==> config.mk <==
export PLATFORM = sky130hd
export DESIGN_NAME = swap_pair_collector
export DESIGN_NICKNAME = d
export VERILOG_FILES = /design/src/rtl/swap_pair_collector.sv
export SDC_FILE = /design/constraint.sdc
export NUM_CORES = 1
export LEC_CHECK = 0
export CAP_MARGIN = 20
export CORE_AREA = 5 5 100 102
export CTS_BUF_LIST = sky130_fd_sc_hd__clkbuf_2
export DETAILED_ROUTE_END_ITERATION = 8
export DIE_AREA = 0 0 105 107
export PLACE_DENSITY = 0.47
export SYNTH_ARGS = -nofsm -noshare
export SYNTH_HDL_FRONTEND = slang
export SYNTH_SLANG_ARGS = --single-unit
==> constraint.sdc <==
create_clock -name clk -period 2.2 [get_ports clk]
set_clock_uncertainty 0.2 [all_clocks]
set_input_delay 0.55 -clock clk [delete_from_list [all_inputs] [get_ports clk]]
set_output_delay 0.55 -clock clk [all_outputs]
set_load 0.005 [all_outputs]
==> src/rtl/swap_pair_collector.sv <==
// Downstream checker for the two-bit swap stage: verifies the a/b swap invariant,
// deserialises both lanes LSB-first into words and tracks errors and lock.
module swap_pair_collector #(
    parameter int WORD_W = 8,
    parameter int ERR_W  = 8,
    parameter int LOCK_N = 4
) (
    input  logic              clk,
    input  logic              rst,
    input  logic              en_i,
    input  logic              a_i,
    input  logic              b_i,
    output logic [WORD_W-1:0] word_a_o,
    output logic [WORD_W-1:0] word_b_o,
    output logic              valid_o,
    input  logic              ready_i,
    output logic              overrun_o,
    output logic              err_o,
    output logic [ERR_W-1:0]  err_cnt_o,
    output logic              locked_o
);

    localparam int CNT_W = $clog2(WORD_W);
    localparam logic [CNT_W-1:0] LAST_BIT = CNT_W'(WORD_W - 1);
    localparam logic [3:0] LOCK_TGT = 4'(LOCK_N);

    // The transient acquisition step is folded into the IDLE->RUN transition.
    localparam logic [0:0] ST_IDLE = 1'b0;
    localparam logic [0:0] ST_RUN  = 1'b1;

    logic [0:0]        state;
    logic [CNT_W-1:0]  bit_cnt;
    logic              prev_a;
    logic              prev_b;
    logic [WORD_W-2:0] part_a;
    logic [WORD_W-2:0] part_b;
    logic [3:0]        good_cnt;

    logic check;
    logic mismatch;
    logic good;
    logic word_done;
    logic load;
    logic transfer;

    always_comb begin
        check     = en_i && (state == ST_RUN);
        mismatch  = check && ((a_i != prev_b) || (b_i != prev_a));
        good      = check && !mismatch;
        word_done = en_i && (bit_cnt == LAST_BIT);
        transfer  = valid_o && ready_i;
        load      = word_done && (!valid_o || ready_i);
    end

    // Sequencing and bit packing; the final bit of a word goes straight to the output register.
    always_ff @(posedge clk) begin
        if (rst) begin
            state   <= ST_IDLE;
            bit_cnt <= '0;
            prev_a  <= 1'b0;
            prev_b  <= 1'b0;
            part_a  <= '0;
            part_b  <= '0;
        end else if (!en_i) begin
            state   <= ST_IDLE;
            bit_cnt <= '0;
        end else begin
            state  <= ST_RUN;
            prev_a <= a_i;
            prev_b <= b_i;
            if (word_done) begin
                bit_cnt <= '0;
            end else begin
                bit_cnt         <= bit_cnt + 1'b1;
                part_a[bit_cnt] <= a_i;
                part_b[bit_cnt] <= b_i;
            end
        end
    end

    always_ff @(posedge clk) begin
        if (rst) begin
            word_a_o  <= '0;
            word_b_o  <= '0;
            valid_o   <= 1'b0;
            overrun_o <= 1'b0;
        end else begin
            if (load) begin
                word_a_o <= {a_i, part_a};
                word_b_o <= {b_i, part_b};
                valid_o  <= 1'b1;
            end else if (transfer) begin
                valid_o <= 1'b0;
            end
            if (word_done && !load) begin
                overrun_o <= 1'b1;
            end
        end
    end

    // Error pulse, saturating error count and lock tracking.
    always_ff @(posedge clk) begin
        if (rst) begin
            err_o     <= 1'b0;
            err_cnt_o <= '0;
            good_cnt  <= '0;
            locked_o  <= 1'b0;
        end else begin
            err_o <= mismatch;
            if (mismatch && (err_cnt_o != {ERR_W{1'b1}})) begin
                err_cnt_o <= err_cnt_o + 1'b1;
            end
            if (!en_i || mismatch) begin
                good_cnt <= '0;
                locked_o <= 1'b0;
            end else if (good && (good_cnt != LOCK_TGT)) begin
                good_cnt <= good_cnt + 4'd1;
                locked_o <= ((good_cnt + 4'd1) == LOCK_TGT);
            end
        end
    end

endmodule

# Yosys cells after proc, flatten, opt, wreduce, memory -nomap -nowiden
# Index checks and enable logic that the tools add are counted.
totals:
  register_bits: 52
  out_inout_bits: 28
  wordCells: 55
op_classes:
  add_sub_neg: 3
  order_cmp: 2
  n_eq_ne: 6
  n_mux: 7
  bitwise: 2
  n_reduce_logical: 21
op_table:
  columns: ["op", "count"]
  rows:
  - ["7-bit bitwise mux", 2]
  - ["1-bit logical AND", 10]
  - ["8-bit by 1-bit adder with 8-bit output, second input constant", 1]
  - ["8-bit != test, second input constant", 1]
  - ["4-bit by 1-bit adder with 4-bit output, second input constant", 1]
  - ["4-bit by 3-bit equality test with 1-bit output, second input constant", 1]
  - ["1-bit logical NOT", 4]
  - ["3-bit by 4-bit less-than comparator with 1-bit output, second input constant", 1]
  - ["1-bit 2-to-1 mux", 4]
  - ["4-bit by 3-bit != test with 1-bit output, second input constant", 1]
  - ["3-bit by 1-bit adder with 3-bit output, second input constant", 1]
  - ["1-bit demux with 3-bit select", 1]
  - ["3-bit equality test, second input constant", 1]
  - ["3-bit by 1-bit >= comparator with 1-bit output, second input constant", 1]
  - ["1-bit logical OR", 3]
  - ["3-bit OR reduction", 1]
  - ["1-bit != test", 2]
  - ["1-bit inverter", 2]
  - ["2-bit AND reduction", 1]
  - ["2-bit nonzero test", 1]
  - ["2-bit OR reduction", 1]

# Depth between registers and ports, before layout
depth:
  ltp_word: 6
  mapped_depth: 7
  ltp_nobuf: 6

# Worst setup path after synthesis
# OpenSTA, ideal clock, no wires.
synth_path:
  kind: "input-to-reg"
  startpoint: "input b_i"
  endpoint: "register good_cnt[1]"
  t_arrival_ns: 1.647
  required_time_ns: 1.883
  path_slack_ns: 0.236
  stages: 5
  path_buffers: 1
  path_cell_list: "buf_6 > xor2_4 > or4_1 > mux2i_1 > nor2_1"
synth_between:
  elab_chain_len: 6
synth_rtl:
  columns: ["item", "line", "rtl"]
  rows:
  - ["start: declaration", "12", "input logic b_i,"]
  - ["1-bit != test (*)", "48", "mismatch = check && ((a_i != prev_b) || (b_i != prev_a));"]
  - ["1-bit logical OR (*)", "48", null]
  - ["1-bit logical AND (*)", "48", null]
  - ["1-bit logical NOT", "49", "good = check && !mismatch;"]
  - ["1-bit logical AND", "49", null]
  - ["1-bit logical AND", "116", "end else if (good && (good_cnt != LOCK_TGT)) begin"]
  - ["end signal: assignment", "117", "good_cnt <= good_cnt + 4'd1;"]
  - ["end: declaration", "37", "logic [3:0] good_cnt;"]
# Mark *: on every way between the ends. The rest lies on a longest branch, timed or not.
# A chain may end at the register's enable or synchronous reset.

# Worst setup path after layout
layout_path:
  startpoint: "register word_b_o[1]"
  endpoint: "output word_b_o[1]"
layout_lines:
  columns: ["item", "line", "rtl"]
  rows:
  - ["start: declaration", "14", "output logic [WORD_W-1:0] word_b_o,"]
  - ["start signal: assignment", "90", "word_b_o <= {b_i, part_b};"]
# No word-level cell between the ends.

==> run summary <==
first-pass GRT wire length: 8.46 mm
Site Rows: 35
final setup fails: 0
family with the most delay on the worst path: buffers and inverters
synth unique cells: 38
Final period util: 97.3%
fin worst setup slack: 0.0593 ns
Rel. slew slack: 66.0%
P&R area growth vs syn: 30.2%
Post-synth ARST share: 0%
RePlAce Congestion: 0.760
Routed Antenna Nets: 0
pin count of the biggest net entering global routing: 33
Internal: 1.08 mW
Synth Area per Inst: 9.06 sq um
Clock Path Buffers: 2
Slew Limit Fails: 0
Placed Area: 2730 sq um
WL final: 5.00 mm
YS warnings: 0
# diodes: 0
Critical Path Source Type: register
CP Capture Type: primary output
final core utilization: 31.4%
Initial Util: 24.1%
Worst-Skew Late Latency: 0.45 ns
Clock Pin Slew Worst Setup and Hold Paths: 0.30 ns
total CTS buffers: 5
Root Driver: clkbuf_2
total track usage: 9.00%
CP max-delay cell: clkdlybuf4s50_1
ys flop type: dfxtp_1
Cell Pwr Density: 523 nW/um^2
vias per cell: 4.34
Crit Path Max Fanout: 2
CTS sink cnt: 52
final critical-path required period: 2.14 ns
area of the die: 11200 sq um
Worst-Margin Slew: 0.508 ns
CTS tree: built
Clk pwr share: 28.1%
unrepaired setup endpoints after global routing: false
max incr delay on CP: 0.51 ns
Req. time, crit path: 1.45 ns
number of synthesized flops with an enable pin: 0
post-synth design cell area: 2170 sq um
Leak Pwr: 1.07 nW
logic gate share of total power: 6.9%
share of layout cells above drive strength 1: 17.8%
Ports: 34
Seq pwr share: 65.0%
fmax: 467 MHz
maximum capacitance violations: 0
initial antenna violation count: 0
kind of critical path: reg -> out
commonest non-fill, non-tap cell in the layout: nand2_1
total number of vias: 1749
Synth Register Bits: 52
register area share after synthesis: 47.9%
die width: 105 microns
GR Overflow Total: 0
Final Hold Viols: 0
H-tree lvl count: 2
DR DRC count: 0
Psw: 0.397 mW
PortBufs: 33
Fin Setup TNS: 0 ns
Tot Pwr: 1.48 mW
Pre-antenna DRT Iters: 4
Post-Synthesis Cells: 240
VDD IR-drop max: 0.000211 V
Final HPWL DP: 3.52 mm
dpl ws: -0.262 ns
commonest cells after routing, fill and taps aside: nand2_1 (40), dfxtp_1 (37), clkdlybuf4s50_1 (32)
Switching Share: 26.8%
wire per inst: 12.4 microns
die height: 107 microns
Initial DRC Count: 68
Core ar.: 9020 sq um
final hold slack: 0.272 ns
critical path arrival: 1.39 ns
# nets final: 302
critical-path cell list: clkdlybuf4s50_1
Hold Crit Class: reg -> reg
Design Area, Final: 2830 sq um
placed insts: 392
Buf+Inv Stages, Crit Path: 1
vias in the first global route: 1714
Finished Layout Cells: 403
status: finished clean
Syn Nets: 251
power by group through the flow:
stage	Clock (mW)	Sequential [mW]	Combinational (mW)
floorplan	0	0.981	0.0633
global placement	0	0.983	0.102
detailed placement	0	0.983	0.102
CTS	0.442	0.967	0.103
global route	0.474	0.966	0.113
finish	0.416	0.963	0.102
registers in the layout (all words and copies together), names as in the netlist, 3 cells and up:
signal and flops:
word_a_o 8, part_b 7, part_a 7, err_cnt_o 8, word_b_o 8, good_cnt 4, bit_cnt 3
cell usage after synthesis (3+ instances only):
master    number  area [sq um]
nor3_1         4          20.0
a21oi_1       25           125
mux2i_1       16           160
inv_1          6          22.5
and3b_1        3          26.3
nor2b_1        3          18.8
nand3_1        7          35.0
dfxtp_1       52          1040
nor2_1        27           101
clkbuf_1       7          26.3
ha_1           5          62.6
nand2_1       40           150
nand3b_1       3          22.5
nand2b_1       3          18.8
nor3b_1        3          22.5
o21ai_0        3          15.0
or3_1          3          18.8
worst min-delay path: cells and delay by family (launching register included):
kind               cells  cell delay, ns
and+or+nand+nor        1            0.05
DFF                    1            0.38
AOI/OAI and AO/OA      1            0.05
timing repair:
action                                  in CTS  in global routing
endpoints found under the setup margin       6                 13
hold buffers                                 0                  0
endpoints found under the hold margin        0                  0
setup buffers                                0                  3
resized for setup                            6                 14
worst paths after layout:
kind / startpoint / end / slack [ns] / depth (start not counted)
worst max-delay path: word_b_o[1] / word_b_o[1] / 0.06 / 1
worst min-delay path: part_a[6] / word_a_o[6] / 0.27 / 2
worst max register to register: bit_cnt[1] / part_b[3] / 0.19 / 7
worst min register to register: part_a[6] / word_a_o[6] / 0.27 / 2
cell type report:
| class | instances | area, sq um |
|---|---|---|
| clock buffers | 5 | 25.0 |
| clock inverters | 3 | 22.5 |
| fillers | 992 | 6190 |
| inverters | 6 | 22.5 |
| multi-input cells | 171 | 1060 |
| flip-flops and latches | 52 | 1070 |
| well taps | 111 | 139 |
| repair buffers | 55 | 498 |
routing by layer:
layer,track usage (%),wire (microns)
met1,13.1,2730
met2,12.9,2030
met3,2.35,177
met4,2.74,64
met5,0,0
cell families after synthesis:
| group | count (synthesis) | synth area share [%] |
|---|---|---|
| AO/OA/AOI/OAI | 39 | 11.0 |
| flip-flops | 52 | 47.9 |
| multiplexers | 17 | 7.89 |
| AND/OR/NAND/NOR | 107 | 23.7 |
| XOR/XNOR | 3 | 2.94 |
| adder cells (fa/ha/maj) | 5 | 2.88 |
| buffers and inverters | 17 | 3.74 |
No activity file was read; power rests on OpenSTA's default activity.
